$ cat config.mk
export PLATFORM = sky130hd
export DESIGN_NAME = md_unit
export DESIGN_NICKNAME = d
export VERILOG_FILES = /design/src/rtl/md_pkg.sv /design/src/rtl/md_divider.sv /design/src/rtl/md_unit.sv
export SDC_FILE = /design/constraint.sdc
export NUM_CORES = 2
export LEC_CHECK = 0
export BUFFER_PORTS_ARGS = -buffer_cell sky130_fd_sc_hd__buf_2
export CORE_MARGIN = 5
export CORE_UTILIZATION = 45
export CTS_CLUSTER_SIZE = 28
export DETAILED_ROUTE_END_ITERATION = 8
export GPL_ROUTABILITY_DRIVEN = 0
export PLACE_DENSITY = 0.6
export SKIP_CTS_REPAIR_TIMING = 1
export SYNTH_ARGS = -nofsm -noshare
export SYNTH_HDL_FRONTEND = slang
export SYNTH_SLANG_ARGS = --single-unit
$ cat constraint.sdc
create_clock -name clk -period 9.9 [get_ports clk]
set_input_delay 1.98 -clock clk [delete_from_list [all_inputs] [get_ports clk]]
set_output_delay 1.98 -clock clk [all_outputs]
set_load 0.05 [all_outputs]
$ cat src/rtl/md_pkg.sv
// md_pkg: shared definitions for the multiply/divide unit.
//   - md_op operation codes
//   - FSM state encoding (IDLE, MUL, DIV)
//   - accumulate-mode codes used by the optional multiply-accumulate ops
//   - md_cnt_width(): width of the multiply latency counter
package md_pkg;

   localparam logic [3:0] OP_NONE  = 4'd0;
   localparam logic [3:0] OP_MULT  = 4'd1;
   localparam logic [3:0] OP_MULTU = 4'd2;
   localparam logic [3:0] OP_DIV   = 4'd3;
   localparam logic [3:0] OP_DIVU  = 4'd4;
   localparam logic [3:0] OP_MTHI  = 4'd5;
   localparam logic [3:0] OP_MTLO  = 4'd6;
   localparam logic [3:0] OP_MADD  = 4'd7;
   localparam logic [3:0] OP_MADDU = 4'd8;
   localparam logic [3:0] OP_MSUB  = 4'd9;
   localparam logic [3:0] OP_MSUBU = 4'd10;

   // How the product is combined with {hi,lo} at multiply completion.
   localparam logic [1:0] ACC_NONE = 2'd0;
   localparam logic [1:0] ACC_ADD  = 2'd1;
   localparam logic [1:0] ACC_SUB  = 2'd2;

   typedef enum logic [1:0] {
      ST_IDLE = 2'd0,
      ST_MUL  = 2'd1,
      ST_DIV  = 2'd2
   } md_state_t;

   // Counter must hold values 0..mult_cycles.
   function automatic int md_cnt_width(input int mult_cycles);
      return $clog2(mult_cycles + 1);
   endfunction

endpackage

$ cat src/rtl/md_divider.sv
// md_divider: unsigned iterative restoring divider, one quotient bit per cycle.
//   clk, rst_n          : clock, asynchronous active-low reset
//   load                : start a division; operands are sampled and the first
//                         quotient bit is produced at this same edge
//   dividend, divisor   : WIDTH-bit unsigned operands
//   done                : one-cycle pulse, quotient/remainder valid while high
//   quotient, remainder : registered results
// The load edge performs the first of WIDTH steps, so done is high in the
// (WIDTH)th cycle after load and the parent can commit at the WIDTH-th edge.
module md_divider
   import md_pkg::*;
#(
   parameter int WIDTH = 32
) (
   input  logic             clk,
   input  logic             rst_n,
   input  logic             load,
   input  logic [WIDTH-1:0] dividend,
   input  logic [WIDTH-1:0] divisor,
   output logic             done,
   output logic [WIDTH-1:0] quotient,
   output logic [WIDTH-1:0] remainder
);

   localparam int CNT_W = $clog2(WIDTH + 1);

   logic [WIDTH-1:0] rem_r;
   logic [WIDTH-1:0] quo_r;
   logic [WIDTH-1:0] dvs_r;
   logic [CNT_W-1:0] cnt_r;
   logic             done_r;

   logic [WIDTH-1:0] src_rem_s;
   logic [WIDTH-1:0] src_quo_s;
   logic [WIDTH-1:0] src_dvs_s;
   logic [WIDTH:0]   shifted_s;
   logic [WIDTH:0]   diff_s;
   logic [WIDTH-1:0] nxt_rem_s;
   logic [WIDTH-1:0] nxt_quo_s;

   // One restoring step; on load the step starts from fresh operands.
   always_comb begin
      if (load) begin
         src_rem_s = {WIDTH{1'b0}};
         src_quo_s = dividend;
         src_dvs_s = divisor;
      end else begin
         src_rem_s = rem_r;
         src_quo_s = quo_r;
         src_dvs_s = dvs_r;
      end
      shifted_s = {src_rem_s, src_quo_s[WIDTH-1]};
      diff_s    = shifted_s - {1'b0, src_dvs_s};
      // Remainder stays below the divisor, so bit WIDTH of the difference
      // is set exactly when the trial subtraction underflows.
      if (diff_s[WIDTH]) begin
         nxt_rem_s = shifted_s[WIDTH-1:0];
         nxt_quo_s = {src_quo_s[WIDTH-2:0], 1'b0};
      end else begin
         nxt_rem_s = diff_s[WIDTH-1:0];
         nxt_quo_s = {src_quo_s[WIDTH-2:0], 1'b1};
      end
   end

   // Iteration state, step counter and completion pulse.
   always_ff @(posedge clk or negedge rst_n) begin
      if (!rst_n) begin
         rem_r  <= {WIDTH{1'b0}};
         quo_r  <= {WIDTH{1'b0}};
         dvs_r  <= {WIDTH{1'b0}};
         cnt_r  <= {CNT_W{1'b0}};
         done_r <= 1'b0;
      end else if (load) begin
         rem_r  <= nxt_rem_s;
         quo_r  <= nxt_quo_s;
         dvs_r  <= divisor;
         cnt_r  <= CNT_W'(WIDTH - 1);
         done_r <= 1'b0;
      end else if (cnt_r != {CNT_W{1'b0}}) begin
         rem_r  <= nxt_rem_s;
         quo_r  <= nxt_quo_s;
         cnt_r  <= cnt_r - CNT_W'(1);
         done_r <= (cnt_r == CNT_W'(1));
      end else begin
         done_r <= 1'b0;
      end
   end

   assign done      = done_r;
   assign quotient  = quo_r;
   assign remainder = rem_r;

endmodule

$ cat src/rtl/md_unit.sv
// md_unit: multi-cycle multiply/divide unit owning the HI/LO registers.
//   clk, rst_n : clock, asynchronous active-low reset
//   start      : request strobe, accepted only while busy=0
//   md_op      : operation code (md_pkg OP_*)
//   a, b       : rs / rt operands
//   busy       : operation in flight (registered)
//   hi, lo     : architectural HI/LO registers
// Optional feature macro MDU_MADD_EN: enables MADD/MADDU/MSUB/MSUBU, which
// add/subtract the product to {hi,lo} as sampled at completion. Without it
// those codes decode as NONE and no accumulate adder exists.
module md_unit
   import md_pkg::*;
#(
   parameter int WIDTH       = 32,
   parameter int MULT_CYCLES = 5
) (
   input  logic             clk,
   input  logic             rst_n,
   input  logic             start,
   input  logic [3:0]       md_op,
   input  logic [WIDTH-1:0] a,
   input  logic [WIDTH-1:0] b,
   output logic             busy,
   output logic [WIDTH-1:0] hi,
   output logic [WIDTH-1:0] lo
);

   localparam int CW = md_cnt_width(MULT_CYCLES);
   localparam int W2 = 2 * WIDTH;

   function automatic logic [WIDTH-1:0] negate(input logic [WIDTH-1:0] v);
      return {WIDTH{1'b0}} - v;
   endfunction

   md_state_t        state_r;
   logic [CW-1:0]    cnt_r;
   logic [W2-1:0]    prod_r;
   logic [WIDTH-1:0] hi_r;
   logic [WIDTH-1:0] lo_r;
   logic             busy_r;
   logic             q_neg_r;
   logic             r_neg_r;
   logic             dz_r;
`ifdef MDU_MADD_EN
   logic [1:0]       acc_r;
   logic [1:0]       op_acc_s;
`endif

   logic             accept_s;
   logic             op_mul_s;
   logic             op_div_s;
   logic             op_signed_s;
   logic             op_mthi_s;
   logic             op_mtlo_s;
   logic [W2-1:0]    a_ext_s;
   logic [W2-1:0]    b_ext_s;
   logic [W2-1:0]    prod_s;
   logic             a_neg_s;
   logic             b_neg_s;
   logic [WIDTH-1:0] mag_a_s;
   logic [WIDTH-1:0] mag_b_s;
   logic             div_load_s;
   logic             div_done_s;
   logic [WIDTH-1:0] div_quo_s;
   logic [WIDTH-1:0] div_rem_s;
   logic [WIDTH-1:0] quo_fix_s;
   logic [WIDTH-1:0] rem_fix_s;
   logic [W2-1:0]    mul_result_s;

   assign accept_s = start & ~busy_r;

   // Operation decode; undefined codes fall through as no-ops.
   always_comb begin
      op_mul_s    = 1'b0;
      op_div_s    = 1'b0;
      op_signed_s = 1'b0;
      op_mthi_s   = 1'b0;
      op_mtlo_s   = 1'b0;
`ifdef MDU_MADD_EN
      op_acc_s    = ACC_NONE;
`endif
      case (md_op)
         OP_MULT:  begin op_mul_s = 1'b1; op_signed_s = 1'b1; end
         OP_MULTU: op_mul_s = 1'b1;
         OP_DIV:   begin op_div_s = 1'b1; op_signed_s = 1'b1; end
         OP_DIVU:  op_div_s = 1'b1;
         OP_MTHI:  op_mthi_s = 1'b1;
         OP_MTLO:  op_mtlo_s = 1'b1;
`ifdef MDU_MADD_EN
         OP_MADD:  begin op_mul_s = 1'b1; op_signed_s = 1'b1; op_acc_s = ACC_ADD; end
         OP_MADDU: begin op_mul_s = 1'b1; op_acc_s = ACC_ADD; end
         OP_MSUB:  begin op_mul_s = 1'b1; op_signed_s = 1'b1; op_acc_s = ACC_SUB; end
         OP_MSUBU: begin op_mul_s = 1'b1; op_acc_s = ACC_SUB; end
`endif
         default:  op_mul_s = 1'b0;
      endcase
   end

   // Extending both operands to 2*WIDTH lets one multiplier serve signed and
   // unsigned ops: the low 2*WIDTH bits of the product are correct for both.
   always_comb begin
      if (op_signed_s) begin
         a_ext_s = {{WIDTH{a[WIDTH-1]}}, a};
         b_ext_s = {{WIDTH{b[WIDTH-1]}}, b};
      end else begin
         a_ext_s = {{WIDTH{1'b0}}, a};
         b_ext_s = {{WIDTH{1'b0}}, b};
      end
      prod_s = a_ext_s * b_ext_s;
   end

   // Signed division runs on magnitudes; signs are reapplied at completion.
   always_comb begin
      a_neg_s    = op_signed_s & a[WIDTH-1];
      b_neg_s    = op_signed_s & b[WIDTH-1];
      mag_a_s    = a_neg_s ? negate(a) : a;
      mag_b_s    = b_neg_s ? negate(b) : b;
      div_load_s = accept_s & op_div_s;
      quo_fix_s  = q_neg_r ? negate(div_quo_s) : div_quo_s;
      rem_fix_s  = r_neg_r ? negate(div_rem_s) : div_rem_s;
   end

   // Value written to {hi,lo} when a multiply completes.
   always_comb begin
`ifdef MDU_MADD_EN
      case (acc_r)
         ACC_ADD: mul_result_s = {hi_r, lo_r} + prod_r;
         ACC_SUB: mul_result_s = {hi_r, lo_r} - prod_r;
         default: mul_result_s = prod_r;
      endcase
`else
      mul_result_s = prod_r;
`endif
   end

   md_divider #(
      .WIDTH (WIDTH)
   ) u_divider (
      .clk       (clk),
      .rst_n     (rst_n),
      .load      (div_load_s),
      .dividend  (mag_a_s),
      .divisor   (mag_b_s),
      .done      (div_done_s),
      .quotient  (div_quo_s),
      .remainder (div_rem_s)
   );

   // Control FSM with HI/LO and busy registers.
   always_ff @(posedge clk or negedge rst_n) begin
      if (!rst_n) begin
         state_r <= ST_IDLE;
         cnt_r   <= {CW{1'b0}};
         prod_r  <= {W2{1'b0}};
         hi_r    <= {WIDTH{1'b0}};
         lo_r    <= {WIDTH{1'b0}};
         busy_r  <= 1'b0;
         q_neg_r <= 1'b0;
         r_neg_r <= 1'b0;
         dz_r    <= 1'b0;
`ifdef MDU_MADD_EN
         acc_r   <= ACC_NONE;
`endif
      end else begin
         case (state_r)
            ST_IDLE: begin
               if (accept_s && op_mul_s) begin
                  prod_r  <= prod_s;
                  cnt_r   <= CW'(MULT_CYCLES);
                  busy_r  <= 1'b1;
                  state_r <= ST_MUL;
`ifdef MDU_MADD_EN
                  acc_r   <= op_acc_s;
`endif
               end else if (accept_s && op_div_s) begin
                  q_neg_r <= a_neg_s ^ b_neg_s;
                  r_neg_r <= a_neg_s;
                  dz_r    <= (b == {WIDTH{1'b0}});
                  busy_r  <= 1'b1;
                  state_r <= ST_DIV;
               end else if (accept_s && op_mthi_s) begin
                  hi_r <= a;
               end else if (accept_s && op_mtlo_s) begin
                  lo_r <= a;
               end
            end
            ST_MUL: begin
               cnt_r <= cnt_r - CW'(1);
               if (cnt_r == CW'(1)) begin
                  {hi_r, lo_r} <= mul_result_s;
                  busy_r       <= 1'b0;
                  state_r      <= ST_IDLE;
               end
            end
            ST_DIV: begin
               if (div_done_s) begin
                  // Divide by zero runs full length but leaves HI/LO intact.
                  if (!dz_r) begin
                     lo_r <= quo_fix_s;
                     hi_r <= rem_fix_s;
                  end
                  busy_r  <= 1'b0;
                  state_r <= ST_IDLE;
               end
            end
            default: begin
               busy_r  <= 1'b0;
               state_r <= ST_IDLE;
            end
         endcase
      end
   end

   assign busy = busy_r;
   assign hi   = hi_r;
   assign lo   = lo_r;

endmodule
==> results.md <==
* R2R depth at 17
* FMAX at 100 MHz
* Startpoint types: input pin
* Post-Syn Instances at 7077
* Detailed Place HPWL at 177000 µm
* CP endpoint kind: flop
* Via Count at 49800
* Hold Path Class: reg -> reg
* Data arrival time of the worst path at 10.38 ns
* H-Tree Depth at 1
* Synthesized Nets at 8919
* Layout cells sized above 1 at 14.2%
* Core Area at 139000 µm²
* Number of synthesized flops with an enable pin at 0
* Final net count at 9366
* Clock Tree Buf Depth at 3
* Initial antenna violation count at 18
* CP max FO at 9
* Row count at 137
* Hold path depth at 2
* Worst Skew at 0.0219 ns
* Violated checks: negative setup slack
* Final period utilization at 101%
* Fin. Hold Viols at 0
* CP max stage delay at 0.56 ns
* Worst path required time at 10.33 ns
* Total grt overflow at 0
* Port Buffers at 135
* Die ar. at 147000 µm²
* Primary FF master, synth: dfrtp_1
* CTS Sinks at 240
* Max-Cap Viols at 0
* Seq/Total Area, Yosys at 9.57%
* TritonCTS clock tree: built
* Worst R2R Start: busy
* Unrepaired setup endpoints after global routing: true
* Final worst setup slack at -0.0532 ns
* Pre-antenna DRT Iters at 8
* Synth unique cells at 69
* Synth warn at 0
* DRC viols at 0
* Status: finished with violations
* Tightest Pin Transition at 1.08 ns
* First-pass GRT wire length at 318000 µm
* Die width at 383 µm
* Initial core utilization at 45.1%
* Post-synth ARST share at 100%
* Reg clk slew, reported paths at 0.06 ns
* Initial DRC count at 4337
* Synth Register Bits at 240
* Area Overhead vs Synth at 14.5%
* Via density at 5.28
* Setup Crit Path Kind: in -> reg
* ANT nets after route at 0
* Crit-path most repeated cell: fa_1
* Slew HR at 27.4%
* # IOs at 136
* Min-delay src: lo[31]
* Total wire length at 205000 µm
* Final Max Slew Viols at 0
* # setup viols final at 6
* Post-Syn Area per Cell at 8.87 µm²
* Routed length per instance at 21.8 µm
* Cell Area, Placed at 70200 µm²
* CP Launch Point: md_op[3]
* Fin area at 71900 µm²
* Largest net degree at the start of global routing at 117
* Post-layout util at 51.7%
* Latest clock arrival within the worst-skew pair at 0.56 ns
* GRT Util Overall at 28.3%
* Syn Std Cell Area at 62800 µm²
* Min cycle time layout at 9.95 ns
* Clk root buf: clkbuf_16
* Vias in the first global route at 52600
* CP max-delay cell: fa_1
* Total CTS buffers at 24
* Chip height at 383 µm
-- cell families (layout without fill, tap and decap cells) --
family | Yosys count | after routing | share of synthesized area (%)
compound gates | 757 | 757 | 7.59
other cells | 0 | 8 | 0
flops | 240 | 240 | 9.57
mux | 6 | 6 | 0.0977
buf+inv | 2010 | 2473 | 12.0
fa+ha+maj | 1774 | 1774 | 52.3
simple gates | 2025 | 2025 | 14.6
xor+xnor | 265 | 265 | 3.72
-- critical path: cells and delay by family --
kind / cells / cell delay, ns
fa+ha+maj: 11 / 5.21
compound gates: 8 / 1.66
buf+inv: 9 / 0.90
simple gates: 4 / 0.60
-- sequential cells by signal (all words and copies together) (netlist names) --
register and count:
mul_result_s 64, hi 32, lo 32, u_divider.dvs_r 32, u_divider.quotient 32, u_divider.remainder 32, u_divider.cnt_r 6, cnt_r 3
state_r 2, busy 1, dz_r 1, q_neg_r 1, r_neg_r 1, u_divider.done 1
-- cell usage after synthesis (17+ instances only) --
cell type | number | area, µm²
xnor2_1 | 183 | 1600
or3_1 | 17 | 106
o21a_1 | 26 | 195
nand2b_1 | 18 | 113
and3_1 | 37 | 231
ha_1 | 351 | 4390
nand4_1 | 31 | 194
o41ai_1 | 18 | 158
nand2_1 | 1214 | 4560
a21o_1 | 45 | 338
o22ai_1 | 19 | 119
or4_1 | 21 | 158
o21ai_0 | 195 | 976
a31oi_1 | 42 | 263
nor3_1 | 35 | 175
fa_1 | 1420 | 28400
a2bb2oi_1 | 18 | 158
and2_1 | 399 | 2500
a21oi_1 | 195 | 976
dfrtp_1 | 240 | 6010
clkbuf_1 | 351 | 1320
buf_1 | 71 | 267
nor2_1 | 175 | 657
nand3_1 | 33 | 165
inv_1 | 1583 | 5940
xor2_1 | 81 | 709
o31ai_1 | 101 | 758
o211ai_1 | 17 | 128
-- per-stage QoR --
step / setup TNS, ns / setup slack [ns] / hold WS (ns) / cells
2_1_floorplan: -0.566 / -0.172 / 0.439 / 7077
6_report: -0.165 / -0.0532 / 0.473 / 9424
4_1_cts: -2.41 / -0.253 / 0.475 / 9399
5_1_grt: -3.12 / -0.321 / 0.485 / 9417
3_5_place_dp: -15.57 / -0.798 / 0.461 / 9357
3_3_place_gp: -13.97 / -0.728 / 0.455 / 9357
-- metal layers --
metal	global-route usage (%)	vias up	part of all wire [%]	routed length (µm)
met5	0	-	0.014	29
met3	4.68	326	9.1	18700
met2	44.5	1986	44	90800
li1	-	22000	-	-
met4	8.46	4	3.9	8030
met1	40.5	25500	43	87700
-- cell type report --
cell class                 count  area [µm²]
fill                       12800       67100
tap                         1876        2350
multi-input combinational   4827       50000
antenna                        8        20.0
inverter                    1584        5950
clock inverter                 8         118
sequential                   240        6010
clock buffer                  34         719
timing repair buffer         847        6730
-- worst paths after layout --
kind                                          end  slack [ns]
max reg2reg                u_divider.remainder[8]        4.18
min in group asynchronous                  lo[18]        1.49
max                              mul_result_s[63]       -0.05
min                                        lo[31]        0.47
max in group asynchronous  u_divider.quotient[24]        6.85
min reg2reg                                lo[31]        0.47
-- cell usage in the layout, fill, tap and decap left out, drive strengths merged, types with 183 or more instances in the layout --
cell,n
nand2,1214
buf,832
inv,1583
ha,351
a21oi,196
o21ai,196
fa,1420
xnor2,183
and2,400
dfrtp,240
Power is left out: the tool's default activity adds up to more than one toggle a clock period on the data nets, which glitch-free logic cannot reach.
